`src/rtl/sdram_ctrl_pkg.sv`:
```
// Shared command encodings and init-sequencer state type for the SDRAM controller.
package sdram_ctrl_pkg;

  localparam logic [1:0] CMD_NOP    = 2'b00;
  localparam logic [1:0] CMD_READA  = 2'b01;
  localparam logic [1:0] CMD_WRITEA = 2'b10;

  typedef enum logic [2:0] {
    ST_WAIT,
    ST_PRE,
    ST_REF,
    ST_LMR,
    ST_DONE
  } init_state_e;

endpackage

```
`src/rtl/sdram_init_refresh_ctrl_if.sv`:
```
// Host command bus into the SDRAM controller and its registered decode back out.
interface sdram_init_refresh_ctrl_if #(
  parameter int ASIZE = 23
) ();

  logic [1:0]       CMD;
  logic [ASIZE-1:0] ADDR;
  logic             CM_ACK;
  logic             NOP;
  logic             READA;
  logic             WRITEA;
  logic [ASIZE-1:0] SADDR;
  logic             CMD_ACK;

  modport master (
    output CMD, ADDR, CM_ACK,
    input  NOP, READA, WRITEA, SADDR, CMD_ACK
  );

  modport slave (
    input  CMD, ADDR, CM_ACK,
    output NOP, READA, WRITEA, SADDR, CMD_ACK
  );

endinterface

```
`src/rtl/sdram_refresh_scheduler.sv`:
```
// Free-running refresh interval timer plus saturating count of refreshes still owed.
module sdram_refresh_scheduler #(
  parameter int REF_PER      = 1024,
  parameter int MAX_REF_DEBT = 8
) (
  input  logic                              CLK,
  input  logic                              RESET_N,
  input  logic                              enable,
  input  logic                              clear,
  input  logic                              REF_ACK,
  output logic [$clog2(MAX_REF_DEBT+1)-1:0] REF_DEBT,
  output logic                              REF_REQ,
  output logic                              REF_URGENT
);

  localparam int TMW = $clog2(REF_PER);
  localparam int DW  = $clog2(MAX_REF_DEBT + 1);

  logic [TMW-1:0] timer_q;
  logic [DW-1:0]  debt_d;
  logic           expire;
  logic           ack;

  assign expire = enable && (timer_q == '0);
  // an acknowledge with nothing owed is dropped rather than cancelling an expiry
  assign ack    = enable && REF_ACK && (REF_DEBT != '0);

  always_comb begin
    debt_d = REF_DEBT;
    if (expire && !ack) begin
      if (REF_DEBT != DW'(MAX_REF_DEBT)) debt_d = REF_DEBT + 1'b1;
    end else if (ack && !expire) begin
      debt_d = REF_DEBT - 1'b1;
    end
  end

  always_ff @(posedge CLK or negedge RESET_N) begin
    if (!RESET_N) begin
      timer_q    <= TMW'(REF_PER - 1);
      REF_DEBT   <= '0;
      REF_REQ    <= 1'b0;
      REF_URGENT <= 1'b0;
    end else if (clear) begin
      timer_q    <= TMW'(REF_PER - 1);
      REF_DEBT   <= '0;
      REF_REQ    <= 1'b0;
      REF_URGENT <= 1'b0;
    end else begin
      if (!enable || timer_q == '0) timer_q <= TMW'(REF_PER - 1);
      else                          timer_q <= timer_q - 1'b1;
      REF_DEBT   <= debt_d;
      REF_REQ    <= (debt_d != '0);
      REF_URGENT <= (debt_d >= DW'(MAX_REF_DEBT - 1));
    end
  end

endmodule

```
`src/rtl/sdram_init_refresh_ctrl.sv`:
```
// SDRAM power-up init sequencer, registered command decode and refresh bookkeeping.
// state | meaning
// WAIT  | power-up wait, INIT_REQ high for the first INIT_PER cycles
// PRE   | precharge-all issued, gap to first refresh
// REF   | INIT_REF_CNT auto-refreshes, CMD_GAP apart
// LMR   | load mode register (one cycle)
// DONE  | init complete, normal operation
module sdram_init_refresh_ctrl
  import sdram_ctrl_pkg::*;
#(
  parameter int ASIZE        = 23,
  parameter int INIT_PER     = 24000,
  parameter int REF_PER      = 1024,
  parameter int INIT_REF_CNT = 8,
  parameter int CMD_GAP      = 20,
  parameter int MAX_REF_DEBT = 8
) (
  input  logic                              CLK,
  input  logic                              RESET_N,
  sdram_init_refresh_ctrl_if.slave          bus,
  input  logic                              REF_ACK,
  input  logic                              INIT_START,
  output logic                              PRECHARGE,
  output logic                              REFRESH,
  output logic                              LOAD_MODE,
  output logic                              INIT_REQ,
  output logic                              REF_REQ,
  output logic                              REF_URGENT,
  output logic [$clog2(MAX_REF_DEBT+1)-1:0] REF_DEBT,
  output logic                              Sdram_Init_Done
);

  if (INIT_REF_CNT < 1) begin : g_bad_init_ref_cnt
    $error("INIT_REF_CNT must be at least 1");
  end
  if (CMD_GAP < 2) begin : g_bad_cmd_gap
    $error("CMD_GAP must be at least 2");
  end
  if (MAX_REF_DEBT < 2) begin : g_bad_max_ref_debt
    $error("MAX_REF_DEBT must be at least 2");
  end
  if (REF_PER < 2) begin : g_bad_ref_per
    $error("REF_PER must be at least 2");
  end

  localparam int T_PRE = INIT_PER + CMD_GAP;
  localparam int T_LMR = INIT_PER + (INIT_REF_CNT + 2) * CMD_GAP;
  localparam int TW    = $clog2(INIT_PER + (INIT_REF_CNT + 3) * CMD_GAP);
  localparam int KW    = $clog2(INIT_REF_CNT + 1);

  init_state_e      state_q, state_d;
  logic [TW-1:0]    t_q, t_d;
  logic [KW-1:0]    k_q, k_d;
  logic [TW-1:0]    t_ref;
  logic             init_restart;
  logic [ASIZE-1:0] saddr_q;

  // cycle of the next auto-refresh, k refreshes already issued
  assign t_ref = TW'(T_PRE + CMD_GAP) + TW'(CMD_GAP) * TW'(k_q);

  always_comb begin
    state_d      = state_q;
    t_d          = t_q + 1'b1;
    k_d          = k_q;
    PRECHARGE    = 1'b0;
    REFRESH      = 1'b0;
    LOAD_MODE    = 1'b0;
    INIT_REQ     = 1'b0;
    init_restart = 1'b0;
    case (state_q)
      ST_WAIT: begin
        INIT_REQ = (t_q < TW'(INIT_PER));
        if (t_q == TW'(T_PRE - 1)) state_d = ST_PRE;
      end
      ST_PRE: begin
        PRECHARGE = (t_q == TW'(T_PRE));
        if (t_q == TW'(T_PRE + CMD_GAP - 1)) state_d = ST_REF;
      end
      ST_REF: begin
        if (t_q == t_ref) begin
          REFRESH = 1'b1;
          k_d     = k_q + 1'b1;
        end
        if (t_q == TW'(T_LMR - 1)) state_d = ST_LMR;
      end
      ST_LMR: begin
        LOAD_MODE = 1'b1;
        state_d   = ST_DONE;
      end
      ST_DONE: begin
        t_d = t_q;
        if (INIT_START) begin
          state_d      = ST_WAIT;
          t_d          = '0;
          k_d          = '0;
          init_restart = 1'b1;
        end
      end
      default: begin
        state_d = ST_WAIT;
        t_d     = '0;
        k_d     = '0;
      end
    endcase
  end

  always_ff @(posedge CLK or negedge RESET_N) begin
    if (!RESET_N) begin
      state_q <= ST_WAIT;
      t_q     <= '0;
      k_q     <= '0;
    end else begin
      state_q <= state_d;
      t_q     <= t_d;
      k_q     <= k_d;
    end
  end

  assign Sdram_Init_Done = (state_q == ST_DONE);

  always_ff @(posedge CLK or negedge RESET_N) begin
    if (!RESET_N) begin
      saddr_q     <= '0;
      bus.NOP     <= 1'b0;
      bus.READA   <= 1'b0;
      bus.WRITEA  <= 1'b0;
      bus.CMD_ACK <= 1'b0;
    end else begin
      saddr_q     <= bus.ADDR;
      bus.NOP     <= (bus.CMD == CMD_NOP);
      bus.READA   <= (bus.CMD == CMD_READA) && Sdram_Init_Done;
      bus.WRITEA  <= (bus.CMD == CMD_WRITEA) && Sdram_Init_Done;
      bus.CMD_ACK <= bus.CM_ACK & ~bus.CMD_ACK;
    end
  end

  assign bus.SADDR = saddr_q;

  sdram_refresh_scheduler #(
    .REF_PER      (REF_PER),
    .MAX_REF_DEBT (MAX_REF_DEBT)
  ) u_sched (
    .CLK        (CLK),
    .RESET_N    (RESET_N),
    .enable     (Sdram_Init_Done),
    .clear      (init_restart),
    .REF_ACK    (REF_ACK),
    .REF_DEBT   (REF_DEBT),
    .REF_REQ    (REF_REQ),
    .REF_URGENT (REF_URGENT)
  );

endmodule

```
`src/flat_wrapper.sv`:
```
// flat-port wrapper written by rule: the top's interface ports become plain ports
module sdram_init_refresh_ctrl_flat import sdram_ctrl_pkg::*;
#(
  parameter int ASIZE        = 23,
  parameter int INIT_PER     = 24000,
  parameter int REF_PER      = 1024,
  parameter int INIT_REF_CNT = 8,
  parameter int CMD_GAP      = 20,
  parameter int MAX_REF_DEBT = 8
)
  (CLK, RESET_N, REF_ACK, INIT_START, PRECHARGE, REFRESH, LOAD_MODE, INIT_REQ, REF_REQ, REF_URGENT, REF_DEBT, Sdram_Init_Done, bus_CMD, bus_ADDR, bus_CM_ACK, bus_NOP, bus_READA, bus_WRITEA, bus_SADDR, bus_CMD_ACK);
  sdram_init_refresh_ctrl_if #(.ASIZE(ASIZE)) bus_i ();
  input  logic CLK;
  input  logic RESET_N;
  input  logic REF_ACK;
  input  logic INIT_START;
  output logic PRECHARGE;
  output logic REFRESH;
  output logic LOAD_MODE;
  output logic INIT_REQ;
  output logic REF_REQ;
  output logic REF_URGENT;
  output logic [$clog2(MAX_REF_DEBT+1)-1:0] REF_DEBT;
  output logic Sdram_Init_Done;
  input wire logic [$bits(bus_i.CMD)-1:0] bus_CMD;
  input wire logic [$bits(bus_i.ADDR)-1:0] bus_ADDR;
  input wire logic [$bits(bus_i.CM_ACK)-1:0] bus_CM_ACK;
  output wire logic [$bits(bus_i.NOP)-1:0] bus_NOP;
  output wire logic [$bits(bus_i.READA)-1:0] bus_READA;
  output wire logic [$bits(bus_i.WRITEA)-1:0] bus_WRITEA;
  output wire logic [$bits(bus_i.SADDR)-1:0] bus_SADDR;
  output wire logic [$bits(bus_i.CMD_ACK)-1:0] bus_CMD_ACK;
  assign bus_i.CMD = bus_CMD;
  assign bus_i.ADDR = bus_ADDR;
  assign bus_i.CM_ACK = bus_CM_ACK;
  assign bus_NOP = bus_i.NOP;
  assign bus_READA = bus_i.READA;
  assign bus_WRITEA = bus_i.WRITEA;
  assign bus_SADDR = bus_i.SADDR;
  assign bus_CMD_ACK = bus_i.CMD_ACK;
  sdram_init_refresh_ctrl #(.ASIZE(ASIZE), .INIT_PER(INIT_PER), .REF_PER(REF_PER), .INIT_REF_CNT(INIT_REF_CNT), .CMD_GAP(CMD_GAP), .MAX_REF_DEBT(MAX_REF_DEBT)) u_core (.CLK(CLK), .RESET_N(RESET_N), .bus(bus_i), .REF_ACK(REF_ACK), .INIT_START(INIT_START), .PRECHARGE(PRECHARGE), .REFRESH(REFRESH), .LOAD_MODE(LOAD_MODE), .INIT_REQ(INIT_REQ), .REF_REQ(REF_REQ), .REF_URGENT(REF_URGENT), .REF_DEBT(REF_DEBT), .Sdram_Init_Done(Sdram_Init_Done));
endmodule
```
`config.mk`:
```
export PLATFORM = sky130hd
export DESIGN_NAME = sdram_init_refresh_ctrl_flat
export DESIGN_NICKNAME = d
export VERILOG_FILES = /design/src/rtl/sdram_ctrl_pkg.sv /design/src/rtl/sdram_init_refresh_ctrl_if.sv /design/src/rtl/sdram_refresh_scheduler.sv /design/src/rtl/sdram_init_refresh_ctrl.sv /design/src/flat_wrapper.sv
export SDC_FILE = /design/constraint.sdc
export NUM_CORES = 1
export LEC_CHECK = 0
export CORE_MARGIN = 1
export CORE_UTILIZATION = 48
export DETAILED_ROUTE_END_ITERATION = 8
export GPL_TIMING_DRIVEN = 0
export PLACE_DENSITY = 0.76
export SYNTH_ARGS = -nofsm -noshare
export SYNTH_HDL_FRONTEND = slang
export SYNTH_SLANG_ARGS = --single-unit
```
`constraint.sdc`:
```
create_clock -name CLK -period 5.66 [get_ports CLK]
set_input_delay 0.849 -clock CLK [delete_from_list [all_inputs] [get_ports CLK]]
set_output_delay 0.849 -clock CLK [all_outputs]
set_load 0.01 [all_outputs]
```
== After elaboration in Yosys (flattened, before gate mapping) ==
Cells that the tools add are included.

* Bits in registers: 65
* Output and inout port bits: 38
* Logic and storage cells: 86

* Add/sub/neg operators: 6
* $mul: 1
* Order comparisons: 2
* Equal/unequal tests: 17
* Muxes and demuxes: 25
* Bitwise logic cells: 3
* Reduce and logical (&&, ||, !) cells: 20

{| class="wikitable"
|+ Operators by type and width
! cell !! count
|-
| $eq 15x15->1 const B || 4
|-
| $pmux 15 s2 || 1
|-
| $mux 4 || 6
|-
| $mux 10 || 2
|-
| $add 15x1->15 const B || 1
|-
| $add 15x9->15 const A || 1
|-
| $eq 15x15->1 || 1
|-
| $lt 15x15->1 const B || 1
|-
| $mux 15 || 1
|-
| $pmux 3 s5 || 1
|-
| $mux 3 || 4
|-
| $pmux 4 s3 || 1
|-
| $logic_not 10->1 || 1
|-
| $sub 10x1->10 const B || 1
|-
| $mux 1 || 9
|-
| $add 4x1->4 const B || 2
|-
| $ne 2x1->1 const B || 4
|-
| $reduce_bool 4->1 || 2
|-
| $logic_and 1x1->1 || 7
|-
| $mul 3x4->7 const A || 1
|-
| $eq 3x2->1 const B || 2
|-
| $ge 4x3->1 const B || 1
|-
| $ne 4x4->1 const B || 1
|-
| $reduce_and 4->1 || 1
|-
| 15 further kinds || 18
|}

== Depth between registers and ports, before layout ==
Gate-level depths: netlist of the first run.

* Depth after elaboration: 8
* Depth in mapped cells: 10
* Gate-level depth less buffers: 9

== By module ==
Synthesis of the first run repeated with hierarchy kept, for this count alone.

* Cells, all modules: 302
* Area, all modules: 3231.8 µm²

{| class="wikitable"
|+ By module, submodules not included
! module !! times used !! cells each !! area each (µm²) !! sequential area each (µm²)
|-
| sdram_init_refresh_ctrl || 1 || 204 || 2282.2 || 1226.2
|-
| sdram_refresh_scheduler || 1 || 98 || 949.7 || 412.9
|}

== Worst setup path after synthesis of the first run ==
OpenSTA, ideal clock, no wires.

* Path kind: register to output
* From: register u_core.k_q[1]
* To: output REFRESH
* Arrival time: 2.780 ns
* Data required time: 4.811 ns
* Slack: 2.031 ns
* Stages on the path, launching flop included: 8
* Path buffers: 0
* Path through: dfrtp_1 -> ha_1 -> ha_1 -> fa_1 -> or4_1 -> o22ai_1 -> xnor2_1 -> nor4_1

* Word-level cells in the longest chain between the ends: 5

{| class="wikitable"
|+ RTL lines
! item !! RTL line !! text
|-
| start: declaration || sdram_init_refresh_ctrl.sv:53 || <nowiki>logic [KW-1:0] k_q, k_d;</nowiki>
|-
| start signal: assignment || sdram_init_refresh_ctrl.sv:115 || <nowiki>k_q <= k_d;</nowiki>
|-
| $mul 3x4->7 || sdram_init_refresh_ctrl.sv:59 || <nowiki>assign t_ref = TW'(T_PRE + CMD_GAP) + TW'(CMD_GAP) * TW'(k_q);</nowiki>
|-
| $add 15x9->15 || sdram_init_refresh_ctrl.sv:59 ||
|-
| $eq 15x15->1 || sdram_init_refresh_ctrl.sv:80 || <nowiki>if (t_q == t_ref) begin</nowiki>
|-
| $mux 1 || sdram_init_refresh_ctrl.sv:80 ||
|-
| $mux 1 || sdram_init_refresh_ctrl.sv:70 || <nowiki>case (state_q)</nowiki>
|-
| end: declaration || flat_wrapper.sv:18 || <nowiki>output logic REFRESH;</nowiki>
|}

Every way passes these cells.

== Worst setup path after layout of the first run ==
Ends and elaborated chain as after synthesis.

==> results.cfg, run 1 <==
[synth]
synth_top_area_share = 0.423
yosys-top-cells-area = dfrtp_1 (42%), dfstp_2 (8.1%), xnor2_1 (5.1%), ha_1 (4.2%), nor2_1 (3.8%)
synth-edff-count = 0
yosysMostFrequentCell = dfrtp_1
syn_nets = 362
synthTopCellsByCount = dfrtp_1 (55), nor2_1 (33), nand2_1 (27), xnor2_1 (19), inv_1 (14)
ys_warn_count = 0
ys_seq_elements = 65
yosysUniqueCellTypes = 54
syn-instance-count = 320
async_flop_share = 1.00
synth.avg_cell_area_sq_um = 10.2
syn_area_sq_um = 3260
synth_flop_cell = dfrtp_1
synth_area_leader_cell = dfrtp_1
ys_seq_area_frac = 0.503

[critical_path]
crit_fanout = 8
end_kind = output pin
critPathLaunchType = flip-flop
critical_path_class = flip-flop to output pin
r2r-start = u_core.k_q[1]
crit_start = u_core.k_q[1]
required_ns = 4.81
cp.arrival_ns = 3.78

[clock_network]
clkTransAtPathRegs_ns = 0.07
ctsHtreeMaxLevel = 3
root_buffer = clkbuf_8
cts_setup_buffers = 0
cts_buffers = 9
clk_latency_ns = 0.33
clkSinkCount = 65
cts_tree = built
clk_path_buf_depth = 2
cts_resized = 0
cts_hold_buf = 0

[floorplanning]
die_y_microns = 84.4
rows = 29
die_x_microns = 84.4
design.core.area_sq_um = 6460
dieArea_sq_um = 7120
start_util = 0.504
io-pin-count = 68

[timing]
drv_slew = 0
worst_slack_ns = 1.03
hold_viol = 0
rsz0062_at_grt = no
setup-tns-final_ns = 0
slew-limit-headroom = 0.440
post-route-period-util = 0.817
fmax_mhz = 216
worst_slew_pin_slew_ns = 0.840
setup_viol = 0
fin_crit_ns = 4.63
fin_worst_skew_ns = 0.00512

[place]
placedCellCount = 464
dp_slack_ns = 1.37
dpl.hpwl_mm = 4.84
io_buffers = 66
place_congestion = 0.865

[pwr]
p_leak_uw = 0.00178
power_per_cell_area_nw_per_um2 = 367
irDropWorstVdd_v = 0.000197

[grt]
first_global_vias = 2672
grt_max_degree = 39
grt_pass1_wl_mm = 11.5
grtUsageTotal = 0.202
grt_antenna_before_repair = 0
grt-ovfl-total = 0

[routing]
wire_per_inst_microns = 13.6
drtPass1Iterations = 6
via_count = 2643
antenna_left = 0
drtIter0Drc = 144
drc = 2
wirelength_mm = 6.55
via_per_inst = 5.51

[worst_hold_path]
hold_path.class = flip-flop to flip-flop
min-delay-start = u_core.bus.CMD_ACK

[layout]
drive_above_1_share = 0.0893
nets = 440
diodes = 0
instances_no_fill = 480
area_delta_synth_final_pct = 30.5

[job]
max_cap_viol_count = 0

[status]
violations = design-rule violations
status = finished, violations left
==> power breakdown <==
group	leakage [uW]	internal, uW	total, uW	switching [uW]
combinational	0.000869	249	536	287
sequential	0.000796	527	591	63.4
clock	0.000113	259	430	171
==> critical path, stage by stage (launching register included) <==
cell	delay [ns]
dfrtp_1	0.49
ha_1	0.35
ha_1	0.25
fa_1	0.57
or4_1	0.53
o22ai_1	0.20
xnor2_1	0.15
nor4_1	0.33
clkdlybuf4s50_1	0.59
==> worst paths after layout <==
check / to / slack (ns) / cells past startpoint
worst max-delay path: REFRESH / 1.03 / 8
worst min-delay path: u_core.bus.CMD_ACK / 0.43 / 1
worst max register to register: u_core.k_q[3] / 2.12 / 9
worst min register to register: u_core.bus.CMD_ACK / 0.43 / 1
max in group asynchronous: u_core.u_sched.timer_q[3] / 4.34 / 2
min in group asynchronous: u_core.bus.SADDR[0] / 0.62 / 1
==> layout make-up <==
class                      count  area (sq um)
buffer                        16          71.3
clock buffer                  11           141
clock inverter                 5          78.8
fill                         521          2210
inverter                      15          56.3
multi-input combinational    224          1490
sequential                    65          1640
tap                           77          96.3
timing repair buffer          67           676
==> flip-flops by register name, indices dropped and copies added, names as in the netlist <==
name,count
u_core.bus.SADDR,23
u_core.t_q,15
u_core.u_sched.timer_q,10
u_core.k_q,4
u_core.u_sched.REF_DEBT,4
u_core.state_q,3
u_core.bus.CMD_ACK,1
u_core.bus.NOP,1
u_core.bus.READA,1
u_core.bus.WRITEA,1
u_core.u_sched.REF_REQ,1
u_core.u_sched.REF_URGENT,1
==> per-layer routing <==
metal / vias to the layer above / routed length, microns / global-route usage
met2: 116 / 2990 / 0.319
met1: 1239 / 2810 / 0.254
met4: 0 / 73 / 0.0770
met3: 10 / 678 / 0.0787
met5: - / 0 / 0
li1: 1278 / - / -
==> layout by cell type (no fill, tap or decap), drive strengths merged, types with 6 or more instances in the layout <==
cell           synthesis  final
clkdlybuf4s50          0     65
dfrtp                 55     55
nor2                  33     33
nand2                 27     27
clkbuf                12     23
xnor2                 19     19
inv                   14     14
o21ai                 13     13
a21oi                 12     12
nand4                 11     11
ha                    11     11
dfstp                 10     10
xor2                   8      8
nor3                   8      8
or3                    6      6
nand3                  6      6
buf                    4      6
==> metrics by stage <==
step	util	power, uW	area (sq um)	hold slack (ns)
final	0.658	1560	4250	0.428
after global routing	0.658	1660	4250	0.451
after floorplan	-	946	3260	0.425
after CTS	0.658	1570	4250	0.430
after detailed placement	0.624	1130	4030	0.421
after global placement	0.621	1110	4010	0.414
==> logic make-up (layout without fill, tap and decap cells) <==
logic type / count (synthesis) / after routing / share of synthesized area
simple gates: 127 / 127 / 0.210
flops: 65 / 65 / 0.503
compound gates: 52 / 52 / 0.106
buf+inv: 31 / 114 / 0.0392
xor+xnor: 27 / 27 / 0.0726
fa+ha+maj: 12 / 12 / 0.0484
mux: 6 / 6 / 0.0196
(Power assumes the default switching activity.)
==> run 2: changes to the inputs <==
==> constraint.sdc (replaced) <==
create_clock -name CLK -period 4.4 [get_ports CLK]
set_input_delay 0.66 -clock CLK [delete_from_list [all_inputs] [get_ports CLK]]
set_output_delay 0.66 -clock CLK [all_outputs]
set_load 0.01 [all_outputs]
==> run 2 against run 1 <==
Effect of this change: first-iteration DRC count down 0.69%; die area unchanged; the flow still finishes with violations (design-rule violations); setup slack got worse by 0.57 ns.
==> results.cfg, run 2 (synthesis results as in run 1) <==
[timing]
slew-limit-headroom = 0.438
fin_worst_skew_ns = 0.00520
hold_viol = 0
drv_slew = 0
fin_crit_ns = 3.94
rsz0062_at_grt = no
worst_slew_pin_slew_ns = 0.843
setup-tns-final_ns = 0
post-route-period-util = 0.894
setup_viol = 0
hold_ws_ns = 0.428
fmax_mhz = 254

[worst_hold_path]
hold_path.class = primary input to async pin

[clock_network]
clk_latency_ns = 0.33
cts_buffers = 9
cts_hold_buf = 0
cts_tree = built
ctsHtreeMaxLevel = 3
clkSinkCount = 65
clkTransAtPathRegs_ns = 0.07
root_buffer = clkbuf_8
clk_path_buf_depth = 2

[layout]
post-route-util = 0.659
largest_reg_flops = 23
final_common_cell = clkdlybuf4s50_1
diodes = 0
instances_no_fill = 480
drive_above_1_share = 0.0943
nets = 440
area_delta_synth_final_pct = 30.7
mostFrequentLayoutCells = clkdlybuf4s50_1 (64), dfrtp_1 (54), nor2_1 (33)
fill_cells = 518

[routing]
via_count = 2635
wire_per_inst_microns = 13.6
antenna_left = 0
via_per_inst = 5.49
drtIter0Drc = 143
drc = 2
drtPass1Iterations = 6
wirelength_mm = 6.55

[critical_path]
cp.arrival_ns = 3.28
crit_fanout = 8
critical_path_class = flip-flop to output pin
critPathLaunchType = flip-flop
end_kind = output pin
timing.reg2reg.setup_slack_ns = 0.96
required_ns = 3.74

[pwr]
irDropWorstVdd_v = 0.000253
power_per_cell_area_nw_per_um2 = 471
design_power_total_uw = 2000
p_leak_uw = 0.00179

[floorplanning]
io-pin-count = 68
start_util = 0.504
dieArea_sq_um = 7120
die_x_microns = 84.4
design.core.area_sq_um = 6460
rows = 29
die_y_microns = 84.4

[place]
dpl.hpwl_mm = 4.84
place_congestion = 0.865
placedCellCount = 464
io_buffers = 66

[status]
status = finished, violations left
violations = design-rule violations

[grt]
grt_max_degree = 39
grt-ovfl-total = 0
grt_pass1_wl_mm = 11.5
first_global_vias = 2672
grtUsageTotal = 0.202
grt_antenna_before_repair = 0

[job]
max_cap_viol_count = 0
run 2: changes by cell type in the layout (fill, tap and decap cells not counted), sizes merged:
cell	before	now
dlymetal6s2s	0	1
clkdlybuf4s50	65	64
run 2: layout make-up:
| cell class | instances | area, sq um | area share |
|---|---|---|---|
| Multi-Input combinational cell | 224 | 1490 | 0.351 |
| Clock buffer | 11 | 141 | 0.0332 |
| Buffer | 16 | 71.3 | 0.0168 |
| Timing Repair Buffer | 67 | 678 | 0.159 |
| Sequential cell | 65 | 1640 | 0.386 |
| Clock inverter | 5 | 78.8 | 0.0185 |
| Inverter | 15 | 56.3 | 0.0132 |
| Tap cell | 77 | 96.3 | 0.0226 |
run 2: power breakdown:
part / switching [uW] / internal (uW)
clock network: 220 / 334
logic: 369 / 321
registers: 80.8 / 679
total: 669 / 1330
run 2: critical path, stage by stage, from the launching register on:
cell	delay, ns
dfrtp_2	0.47
ha_1	0.32
ha_1	0.26
fa_2	0.52
or4_1	0.52
o22ai_1	0.20
xnor2_1	0.15
nor4_1	0.31
dlymetal6s2s_1	0.20
run 2: stage by stage:
| stage | cell area [sq um] | worst slack, ns |
|---|---|---|
| 2_1_floorplan | 3260 | 0.960 |
| 3_3_place_gp | 4010 | 0.388 |
| 3_5_place_dp | 4030 | 0.301 |
| 4_1_cts | 4250 | 0.00283 |
| 5_1_grt | 4250 | 0.316 |
| 6_report | 4250 | 0.464 |
run 2: worst paths after layout:
path                                    startpoint                   endpoint  cells after the start
worst min register to register  u_core.bus.CMD_ACK         u_core.bus.CMD_ACK                      1
max in group asynchronous                  RESET_N  u_core.u_sched.timer_q[3]                      2
worst max register to register       u_core.k_q[1]              u_core.k_q[3]                      9
min in group CLK                u_core.bus.CMD_ACK         u_core.bus.CMD_ACK                      1
worst max-delay path                 u_core.k_q[1]                    REFRESH                      8
worst min-delay path                       RESET_N        u_core.bus.SADDR[0]                      1
run 2: metal layers:
| metal | part of all wire | track usage | up-vias | routed length, microns |
|---|---|---|---|---|
| met5 | 0 | 0 | - | 0 |
| met4 | 0.0098 | 0.0770 | 0 | 64 |
| met3 | 0.099 | 0.0787 | 11 | 646 |
| met2 | 0.46 | 0.319 | 97 | 3020 |
| met1 | 0.43 | 0.254 | 1249 | 2820 |
| li1 | - | - | 1278 | - |
run 2: repair_timing:
item / CTS / global route
gates resized for setup: 1 / 2
setup endpoints to repair: 1 / 1
pin swaps: 1 / 1
setup buffers: 0 / 0
==> run 3: changes to the inputs <==
--- a/config.mk
+++ b/config.mk
@@ -6,10 +6,11 @@
 export NUM_CORES = 1
 export LEC_CHECK = 0
 export CORE_MARGIN = 1
-export CORE_UTILIZATION = 48
+export CORE_UTILIZATION = 30
+export CTS_CLUSTER_SIZE = 30
 export DETAILED_ROUTE_END_ITERATION = 8
+export DONT_BUFFER_PORTS = 1
 export GPL_TIMING_DRIVEN = 0
-export PLACE_DENSITY = 0.76
 export SYNTH_ARGS = -nofsm -noshare
 export SYNTH_HDL_FRONTEND = slang
 export SYNTH_SLANG_ARGS = --single-unit
==> run 3 against run 2 <==
Effect of this change: the flow now finishes without violations; cell area shrank 14%; count of clock-buffer cells in the layout fell by 1; cell count is 1.3% lower; routed wire length increased by 4.7%; utilization is 31 points lower; sequential power is 2.9% higher.
==> results.cfg, run 3 (synthesis results as in run 1) <==
[grt]
grt-ovfl-total = 0
first_global_vias = 2387
grtUsageTotal = 0.129
grt_antenna_before_repair = 0
grt_pass1_wl_mm = 11.5
grt_max_degree = 49

[place]
dp_slack_ns = 0.609
placedCellCount = 456
io_buffers = 0
place_congestion = 0.841
dpl.hpwl_mm = 4.63

[routing]
antenna_left = 0
via_per_inst = 5.15
wirelength_mm = 6.86
via_count = 2439
drtIter0Drc = 114
drc = 0
wire_per_inst_microns = 14.5
drtPass1Iterations = 5

[layout]
drive_above_1_share = 0.107
area_delta_synth_final_pct = 12.7
fill_cells = 1068
diodes = 0
mostFrequentLayoutCells = dfrtp_1 (55), nor2_1 (33), nand2_1 (27)
nets = 375
largest_reg_flops = 23
final_common_cell = dfrtp_1
instances_no_fill = 474
post-route-util = 0.352

[timing]
worst_slew_pin_slew_ns = 0.593
fin_crit_ns = 4.08
setup-tns-final_ns = 0
worst_slack_ns = 0.315
hold_viol = 0
slew-limit-headroom = 0.601
rsz0062_at_grt = no
fin_worst_skew_ns = 0.00608
setup_viol = 0
fmax_mhz = 245
drv_slew = 0
post-route-period-util = 0.928

[clock_network]
cts_buffers = 9
ctsHtreeMaxLevel = 3
clk_latency_ns = 0.33
cts_resized = 0
clkSinkCount = 65
root_buffer = clkbuf_8
cts_tree = built
clk_path_buf_depth = 2
clkTransAtPathRegs_ns = 0.07

[critical_path]
timing.reg2reg.setup_slack_ns = 0.90
critPathLaunchType = flip-flop
required_ns = 3.74
cp.arrival_ns = 3.42
crit_fanout = 8
critical_path_class = flip-flop to output pin
end_kind = output pin

[worst_hold_path]
hold_path.class = primary input to async pin

[floorplanning]
start_util = 0.313
design.core.area_sq_um = 10400
rows = 37
die_y_microns = 106
dieArea_sq_um = 11300
io-pin-count = 68
die_x_microns = 106

[status]
status = completed

[pwr]
design_power_total_uw = 1870
irDropWorstVdd_v = 0.000248
power_per_cell_area_nw_per_um2 = 509
p_leak_uw = 0.00152

[job]
max_cap_viol_count = 0
==> run 3: layout make-up <==
type	count	area (sq um)	share of cell area
buffer	16	71.3	0.0194
clock buffer	10	138	0.0375
clock inverter	6	67.6	0.0184
inverter	15	56.3	0.0153
multi-input combinational	224	1490	0.406
sequential	65	1640	0.447
tap	136	170	0.0464
timing repair buffer	2	37.5	0.0102
==> run 3: worst paths after layout <==
kind,cells past startpoint,to,startpoint
setup / recovery,7,REFRESH,u_core.k_q[1]
hold / removal,0,u_core.t_q[5],RESET_N
setup reg to reg,9,u_core.k_q[3],u_core.k_q[1]
hold reg to reg,1,u_core.u_sched.timer_q[0],u_core.u_sched.timer_q[0]
max in group asynchronous,1,u_core.k_q[1],RESET_N
min in group CLK,0,u_core.bus.SADDR[6],bus_ADDR[6]
==> run 3: power by group <==
| group | switching [uW] | internal [uW] | leakage [uW] | total (uW) |
|---|---|---|---|---|
| Clock | 240 | 278 | 0.0000985 | 518 |
| Sequential | 103 | 678 | 0.000796 | 781 |
| Combinational | 338 | 228 | 0.000622 | 566 |
==> run 3: critical path, stage by stage, from the launching register on <==
cell and delay [ns]:
dfrtp_1 0.50, ha_1 0.34, ha_1 0.25, fa_1 0.56
or4_1 0.53, o22ai_1 0.19, xnor2_1 0.15, nor4_1 0.58
==> run 3: stage by stage <==
stage | area, sq um | hold WS (ns)
global placement | 3430 | 0.366
detailed placement | 3430 | 0.366
floorplan | 3260 | 0.364
CTS | 3670 | 0.00170
finish | 3670 | 0.0242
global route | 3670 | 0.00129
==> run 3: repair_timing <==
action	CTS	global route
endpoints found under the setup margin	0	0
endpoints found under the hold margin	48	0
hold buffers	2	0
setup buffers	0	0
==> run 3: per-layer routing <==
metal	GRT usage	vias to the layer above	part of all wire
met5	0	-	0
met4	0.0337	0	0.013
met3	0.0374	17	0.067
met2	0.210	101	0.46
met1	0.167	1177	0.46
li1	-	1144	-
